==> src/rtl/pipeline_exec_ctrl_pkg.sv <==
// Shared pipeline constants: execution-controller states, the HALT opcode
// and the opcode map that MainControlUnit decodes.
package pipeline_exec_ctrl_pkg;

    // Opcode field width used by the datapath decoders
    localparam int OPCODE_W = 6;

    // Opcodes recognised by MainControlUnit
    localparam logic [OPCODE_W-1:0] OP_RTYPE = 6'b000000;
    localparam logic [OPCODE_W-1:0] OP_J     = 6'b000010;
    localparam logic [OPCODE_W-1:0] OP_JAL   = 6'b000011;
    localparam logic [OPCODE_W-1:0] OP_BEQ   = 6'b000100;
    localparam logic [OPCODE_W-1:0] OP_BNE   = 6'b000101;
    localparam logic [OPCODE_W-1:0] OP_ADDI  = 6'b001000;
    localparam logic [OPCODE_W-1:0] OP_SLTI  = 6'b001010;
    localparam logic [OPCODE_W-1:0] OP_ANDI  = 6'b001100;
    localparam logic [OPCODE_W-1:0] OP_ORI   = 6'b001101;
    localparam logic [OPCODE_W-1:0] OP_LUI   = 6'b001111;
    localparam logic [OPCODE_W-1:0] OP_LW    = 6'b100011;
    localparam logic [OPCODE_W-1:0] OP_SW    = 6'b101011;

    // HALT is the all-ones opcode so it can never alias a real instruction
    localparam logic [OPCODE_W-1:0] HALT_OP_DEFAULT = 6'b111111;

    // Execution controller states; the numeric values are visible on o_state
    typedef enum logic [2:0] {
        ST_IDLE  = 3'd0,
        ST_RUN   = 3'd1,
        ST_STEP  = 3'd2,
        ST_DRAIN = 3'd3,
        ST_DONE  = 3'd4
    } exec_state_t;

    // True in the states where pipeline registers advance
    function automatic logic state_drives_pipe(input exec_state_t s);
        return (s == ST_RUN) || (s == ST_STEP) || (s == ST_DRAIN);
    endfunction

    // True in the states where new instructions may be fetched
    function automatic logic state_can_fetch(input exec_state_t s);
        return (s == ST_RUN) || (s == ST_STEP);
    endfunction

endpackage

==> src/rtl/pipeline_exec_ctrl_sat_counter.sv <==
// Saturating up-counter used for the executed-cycle count. Holds at
// all-ones instead of wrapping; a synchronous clear beats an increment.
module sat_counter #(
    parameter int CNT_SZ = 32
) (
    input  logic              clk,
    input  logic              rst_n,
    input  logic              en,
    input  logic              clr,
    output logic [CNT_SZ-1:0] count
);

    localparam logic [CNT_SZ-1:0] CNT_MAX = '1;
    localparam logic [CNT_SZ-1:0] CNT_ONE = {{(CNT_SZ-1){1'b0}}, 1'b1};

    // Count enabled cycles, clear on request, stick at the maximum
    always_ff @(posedge clk or negedge rst_n) begin
        if (!rst_n) begin
            count <= '0;
        end else if (clr) begin
            count <= '0;
        end else if (en && (count != CNT_MAX)) begin
            count <= count + CNT_ONE;
        end
    end

endmodule

==> src/rtl/pipeline_exec_ctrl.sv <==
// Pipeline execution controller: sequences continuous run, single step,
// pause and the HALT drain, and gates the pipeline and PC enables.
module pipeline_exec_ctrl
    import pipeline_exec_ctrl_pkg::*;
#(
    parameter int                   OPCODE_SZ    = 6,
    parameter int                   CNT_SZ       = 32,
    parameter int                   DRAIN_CYCLES = 4,
    parameter logic [OPCODE_SZ-1:0] HALT_OP      = HALT_OP_DEFAULT
) (
    input  logic                 i_clk,
    input  logic                 i_reset,
    input  logic                 i_run,
    input  logic                 i_step,
    input  logic                 i_halt_req,
    input  logic                 i_clear,
    input  logic [OPCODE_SZ-1:0] i_instr_op_IF,
    input  logic                 i_stall_HD,
    output logic                 o_pipe_en,
    output logic                 o_pc_en,
    output logic [CNT_SZ-1:0]    o_cycle_cnt,
    output logic [2:0]           o_state,
    output logic                 o_busy,
    output logic                 o_done
);

    // Drain counter holds DRAIN_CYCLES-1 down to 0, so DRAIN lasts DRAIN_CYCLES cycles
    localparam int                 DRAIN_W    = (DRAIN_CYCLES > 1) ? $clog2(DRAIN_CYCLES) : 1;
    localparam logic [DRAIN_W-1:0] DRAIN_LOAD = DRAIN_W'(DRAIN_CYCLES - 1);

    exec_state_t        state;
    exec_state_t        next_state;
    logic [DRAIN_W-1:0] drain_cnt;
    logic [DRAIN_W-1:0] drain_next;
    logic               halt_seen;
    logic               pipe_en;
    logic               pc_en;
    logic               done;

    // HALT only counts once it is actually leaving IF, i.e. not held by a load-use stall
    assign halt_seen = (i_instr_op_IF == HALT_OP) && !i_stall_HD;

    // State register
    always_ff @(posedge i_clk or negedge i_reset) begin
        if (!i_reset) begin
            state <= ST_IDLE;
        end else begin
            state <= next_state;
        end
    end

    // Drain counter register
    always_ff @(posedge i_clk or negedge i_reset) begin
        if (!i_reset) begin
            drain_cnt <= '0;
        end else begin
            drain_cnt <= drain_next;
        end
    end

    // Next-state, drain-counter update and output decode; clear beats every event
    always_comb begin
        next_state = state;
        drain_next = drain_cnt;
        pipe_en    = state_drives_pipe(state);
        pc_en      = state_can_fetch(state) && !i_stall_HD && (i_instr_op_IF != HALT_OP);
        done       = (state == ST_DONE);

        if (i_clear) begin
            next_state = ST_IDLE;
            drain_next = '0;
        end else begin
            case (state)
                ST_IDLE: begin
                    if (i_run) begin
                        next_state = ST_RUN;
                    end else if (i_step) begin
                        next_state = ST_STEP;
                    end
                end
                ST_RUN: begin
                    if (i_halt_req) begin
                        next_state = ST_IDLE;
                    end else if (halt_seen) begin
                        next_state = ST_DRAIN;
                        drain_next = DRAIN_LOAD;
                    end
                end
                ST_STEP: begin
                    if (halt_seen) begin
                        next_state = ST_DRAIN;
                        drain_next = DRAIN_LOAD;
                    end else begin
                        next_state = ST_IDLE;
                    end
                end
                ST_DRAIN: begin
                    if (drain_cnt == '0) begin
                        next_state = ST_DONE;
                    end else begin
                        drain_next = drain_cnt - 1'b1;
                    end
                end
                ST_DONE: begin
                    next_state = ST_DONE;
                end
                default: begin
                    next_state = ST_IDLE;
                    drain_next = '0;
                end
            endcase
        end
    end

    assign o_pipe_en = pipe_en;
    assign o_pc_en   = pc_en;
    assign o_busy    = pipe_en;
    assign o_done    = done;
    assign o_state   = state;

    sat_counter #(
        .CNT_SZ(CNT_SZ)
    ) u_cycle_cnt (
        .clk  (i_clk),
        .rst_n(i_reset),
        .en   (pipe_en),
        .clr  (i_clear),
        .count(o_cycle_cnt)
    );

endmodule

==> config.mk <==
export PLATFORM = sky130hd
export DESIGN_NAME = pipeline_exec_ctrl
export DESIGN_NICKNAME = d
export VERILOG_FILES = /design/src/rtl/pipeline_exec_ctrl_pkg.sv /design/src/rtl/pipeline_exec_ctrl_sat_counter.sv /design/src/rtl/pipeline_exec_ctrl.sv
export SDC_FILE = /design/constraint.sdc
export NUM_CORES = 1
export LEC_CHECK = 0
export ABC_CLOCK_PERIOD_IN_PS = 3200
export CAP_MARGIN = 20
export CELL_PAD_IN_SITES_DETAIL_PLACEMENT = 1
export CELL_PAD_IN_SITES_GLOBAL_PLACEMENT = 1
export CORE_MARGIN = 2
export CORE_UTILIZATION = 37
export CTS_CLUSTER_DIAMETER = 50
export DETAILED_ROUTE_END_ITERATION = 8
export GPL_TIMING_DRIVEN = 0
export PLACE_DENSITY_LB_ADDON = 0.1
export SLEW_MARGIN = 5
export SYNTH_ARGS = -nofsm -noshare
export SYNTH_HDL_FRONTEND = slang
export SYNTH_SLANG_ARGS = --single-unit
==> constraint.sdc <==
create_clock -name i_clk -period 3.2 [get_ports i_clk]
set_clock_uncertainty 0.1 [all_clocks]
set_input_delay 0.32 -clock i_clk [delete_from_list [all_inputs] [get_ports i_clk]]
set_output_delay 0.32 -clock i_clk [all_outputs]
set_load 0.01 [all_outputs]
==> reports/qor.json <==
{
  "clk_pin_slew_worst_paths_ns": 0.08,
  "layout_cells_sized_above_1_pct": 8.25,
  "wp_data_required_ns": 3.29,
  "grt_start_max_net_pins": 22,
  "cp_max_fo": 10,
  "global_route_wire_length_before_repair_um": 10900,
  "grt_pass1_vias": 2205,
  "initial_antenna_violation_count": 0,
  "post_drt_wl_per_cell_um": 16.8,
  "power.total_uw": 1250,
  "gr-usage-met3_pct": 4.33,
  "cts.sinks": 37,
  "cellPowerDensity_nw_per_um2": 423,
  "design.die.area_sq_um": 6550,
  "timing.max_slew.rel_slack_pct": 48.2,
  "detail_route.vias_per_cell": 5.65,
  "cts-root-buf": "sky130_fd_sc_hd__clkbuf_8",
  "routed_wire_length_um": 6340,
  "p_leak_uw": 0.00111,
  "timing_worst_setup_path_type": "reg2reg",
  "use_met1_pct": 28.2,
  "vdd.ir_drop.worst_mv": 0.228,
  "dp.final_hpwl_um": 4520,
  "detail_route.iter0.violations": 96,
  "num-nets-final": 317,
  "slew_viol_final": 0,
  "design.portCount": 52,
  "synthesis.area_sq_um": 2190,
  "synth-main-ff-cell": "sky130_fd_sc_hd__dfrtp_1",
  "synth_cell_types": 39,
  "post-route-drc-count": 0,
  "synth_enable_flop_cells": 0,
  "worst_skew_pair_latency_ns": 0.30,
  "gr-total-overflow": 0,
  "route.antenna.remaining_nets": 0,
  "nature_of_the_critical_path_endpoint": "flop",
  "worst-slew-pin-transition_ns": 0.769,
  "cell_count_after_synthesis": 242,
  "most_common_cell_after_layout_fill_and_taps_aside": "sky130_fd_sc_hd__clkdlybuf4s50_1",
  "grt_busiest_layer": "met2",
  "seq_area_frac_synth_pct": 42.3,
  "layout_common_cells": "sky130_fd_sc_hd__clkdlybuf4s50_1 (50), sky130_fd_sc_hd__dfrtp_1 (37), sky130_fd_sc_hd__nor2_1 (23)",
  "die_height_um": 80.9,
  "worst_slack_ns": 0.460,
  "placementRows": 28,
  "gp_congestion": 0.738,
  "globalRouteTotalUtil_pct": 21.4,
  "holdWs_ns": 0.415,
  "timing.critical_path.from_type": "flop",
  "layout_overhead_on_the_synthesized_area_pct": 35.2,
  "first_pass_iters": 4,
  "floorplan.initialDensity_pct": 37.7,
  "syn-mean-instance-area_sq_um": 9.05,
  "syn-num-nets": 257,
  "dieWidth_um": 80.9,
  "antenna_cells_inserted": 0,
  "ys_seq_elements": 37,
  "cts-htree-levels": 2,
  "timing.setup.tns_ns": 0,
  "status": "finished, final reports clean",
  "met2_usage_pct": 36.0,
  "place_ws_ns": 0.477,
  "max_freq_mhz": 365,
  "cap_violations": 0,
  "postLayoutCoreUtil_pct": 50.9,
  "cp.arrival_ns": 2.83,
  "postCtsSetupRepairBufs": 0,
  "clock_tree_from_tritoncts": "done",
  "clock_path_buffers": 2,
  "grt_setup_unrepaired": "no",
  "finalHoldViolations": 0,
  "numPortBuffers": 51,
  "yosys_warn_count": 0,
  "routed-via-count": 2136,
  "cts_inserted_buffers": 5,
  "layout_min_cycle_time_ns": 2.74,
  "report.final.setup_viol": 0,
  "placeableCoreArea_sq_um": 5820,
  "rr_worst_depth": 7,
  "min_path_type": "in2async",
  "ys_async_sr_fraction_pct": 100,
  "final.period_utilization_pct": 85.6
}
critical path, stage by stage, from the launching register on:
cell                       delay (ns)
sky130_fd_sc_hd__dfrtp_1         0.40
sky130_fd_sc_hd__clkbuf_1        0.21
sky130_fd_sc_hd__or2_2           0.38
sky130_fd_sc_hd__clkinv_1        0.20
sky130_fd_sc_hd__nand4_1         0.39
sky130_fd_sc_hd__nor3_1          0.49
sky130_fd_sc_hd__nand4_1         0.17
sky130_fd_sc_hd__mux2_2          0.29
cells in the mapped netlist (3+ instances only):
cell	number	area, sq um
sky130_fd_sc_hd__a2111oi_0	3	26.3
sky130_fd_sc_hd__nand2_1	15	56.3
sky130_fd_sc_hd__a311oi_1	3	26.3
sky130_fd_sc_hd__dfrtp_1	37	926
sky130_fd_sc_hd__mux2_2	5	56.3
sky130_fd_sc_hd__a21oi_1	20	100
sky130_fd_sc_hd__o21ai_0	7	35.0
sky130_fd_sc_hd__clkbuf_1	11	41.3
sky130_fd_sc_hd__or3_1	6	37.5
sky130_fd_sc_hd__o31ai_1	12	90.1
sky130_fd_sc_hd__xnor2_1	9	78.8
sky130_fd_sc_hd__mux2i_1	3	30.0
sky130_fd_sc_hd__nand3_1	15	75.1
sky130_fd_sc_hd__and4_1	5	43.8
sky130_fd_sc_hd__nand4_1	7	43.8
sky130_fd_sc_hd__nor2b_1	4	25.0
sky130_fd_sc_hd__nor4_1	6	37.5
sky130_fd_sc_hd__inv_1	4	15.0
sky130_fd_sc_hd__nor3_1	4	20.0
sky130_fd_sc_hd__and3_1	6	37.5
sky130_fd_sc_hd__or4_1	13	97.6
sky130_fd_sc_hd__nor2_1	23	86.3
sky130_fd_sc_hd__a211oi_1	3	22.5
repair_timing:
action,in CTS,in global routing
setup endpoints to repair,0,0
hold endpoints to repair,16,0
hold buffers,1,0
gates resized for setup,0,0
layout make-up:
cell class | count | area [sq um]
flip-flops and latches | 37 | 926
inverters | 5 | 18.8
multi-input cells | 183 | 1160
clock buffers | 5 | 68.8
clock inverters | 3 | 65.1
repair buffers | 53 | 543
plain buffers | 17 | 81.3
fillers | 708 | 2860
well taps | 75 | 93.8
where the power goes:
part | internal [uW] | switching [uW] | total [uW]
sequential | 486 | 20.8 | 507
clock | 310 | 185 | 495
combinational | 112 | 137 | 249
total | 908 | 343 | 1250
worst paths after layout:
path	from	end	slack (ns)
min in group i_clk	drain_cnt[1]	drain_cnt[1]	0.45
setup / recovery	o_state[2]	u_cycle_cnt.count[26]	0.46
setup reg to reg	o_state[2]	u_cycle_cnt.count[26]	0.46
hold reg to reg	drain_cnt[1]	drain_cnt[1]	0.45
hold / removal	i_reset	u_cycle_cnt.count[9]	0.42
max in group asynchronous	i_reset	u_cycle_cnt.count[19]	2.12
registers in the layout, summed over array words and instances, names as in the netlist:
name and flops:
u_cycle_cnt.count 32, drain_cnt 2, o_state 3
through the flow:
stage | instance area, sq um | std cells
3_3_place_gp | 2790 | 368
3_5_place_dp | 2820 | 369
2_1_floorplan | 2190 | 242
4_1_cts | 2960 | 378
5_1_grt | 2960 | 378
6_report | 2960 | 378
logic make-up after synthesis:
kind of cell               after synthesis  synth area share [%]
AOI/OAI and AO/OA                       51                  15.0
buffers and inverters                   22                  4.57
adders and majority gates                2                  1.14
xor gates and xnor gates                10                  4.00
muxes                                    8                  3.94
DFF                                     37                  42.3
and+or+nand+nor                        112                  29.0
per-layer routing:
layer	vias to the layer above	wire, um
met4	0	71
met3	6	177
met1	1064	2970
li1	1027	-
met2	39	3120
met5	-	0
Power figures use the tool's default switching activity.
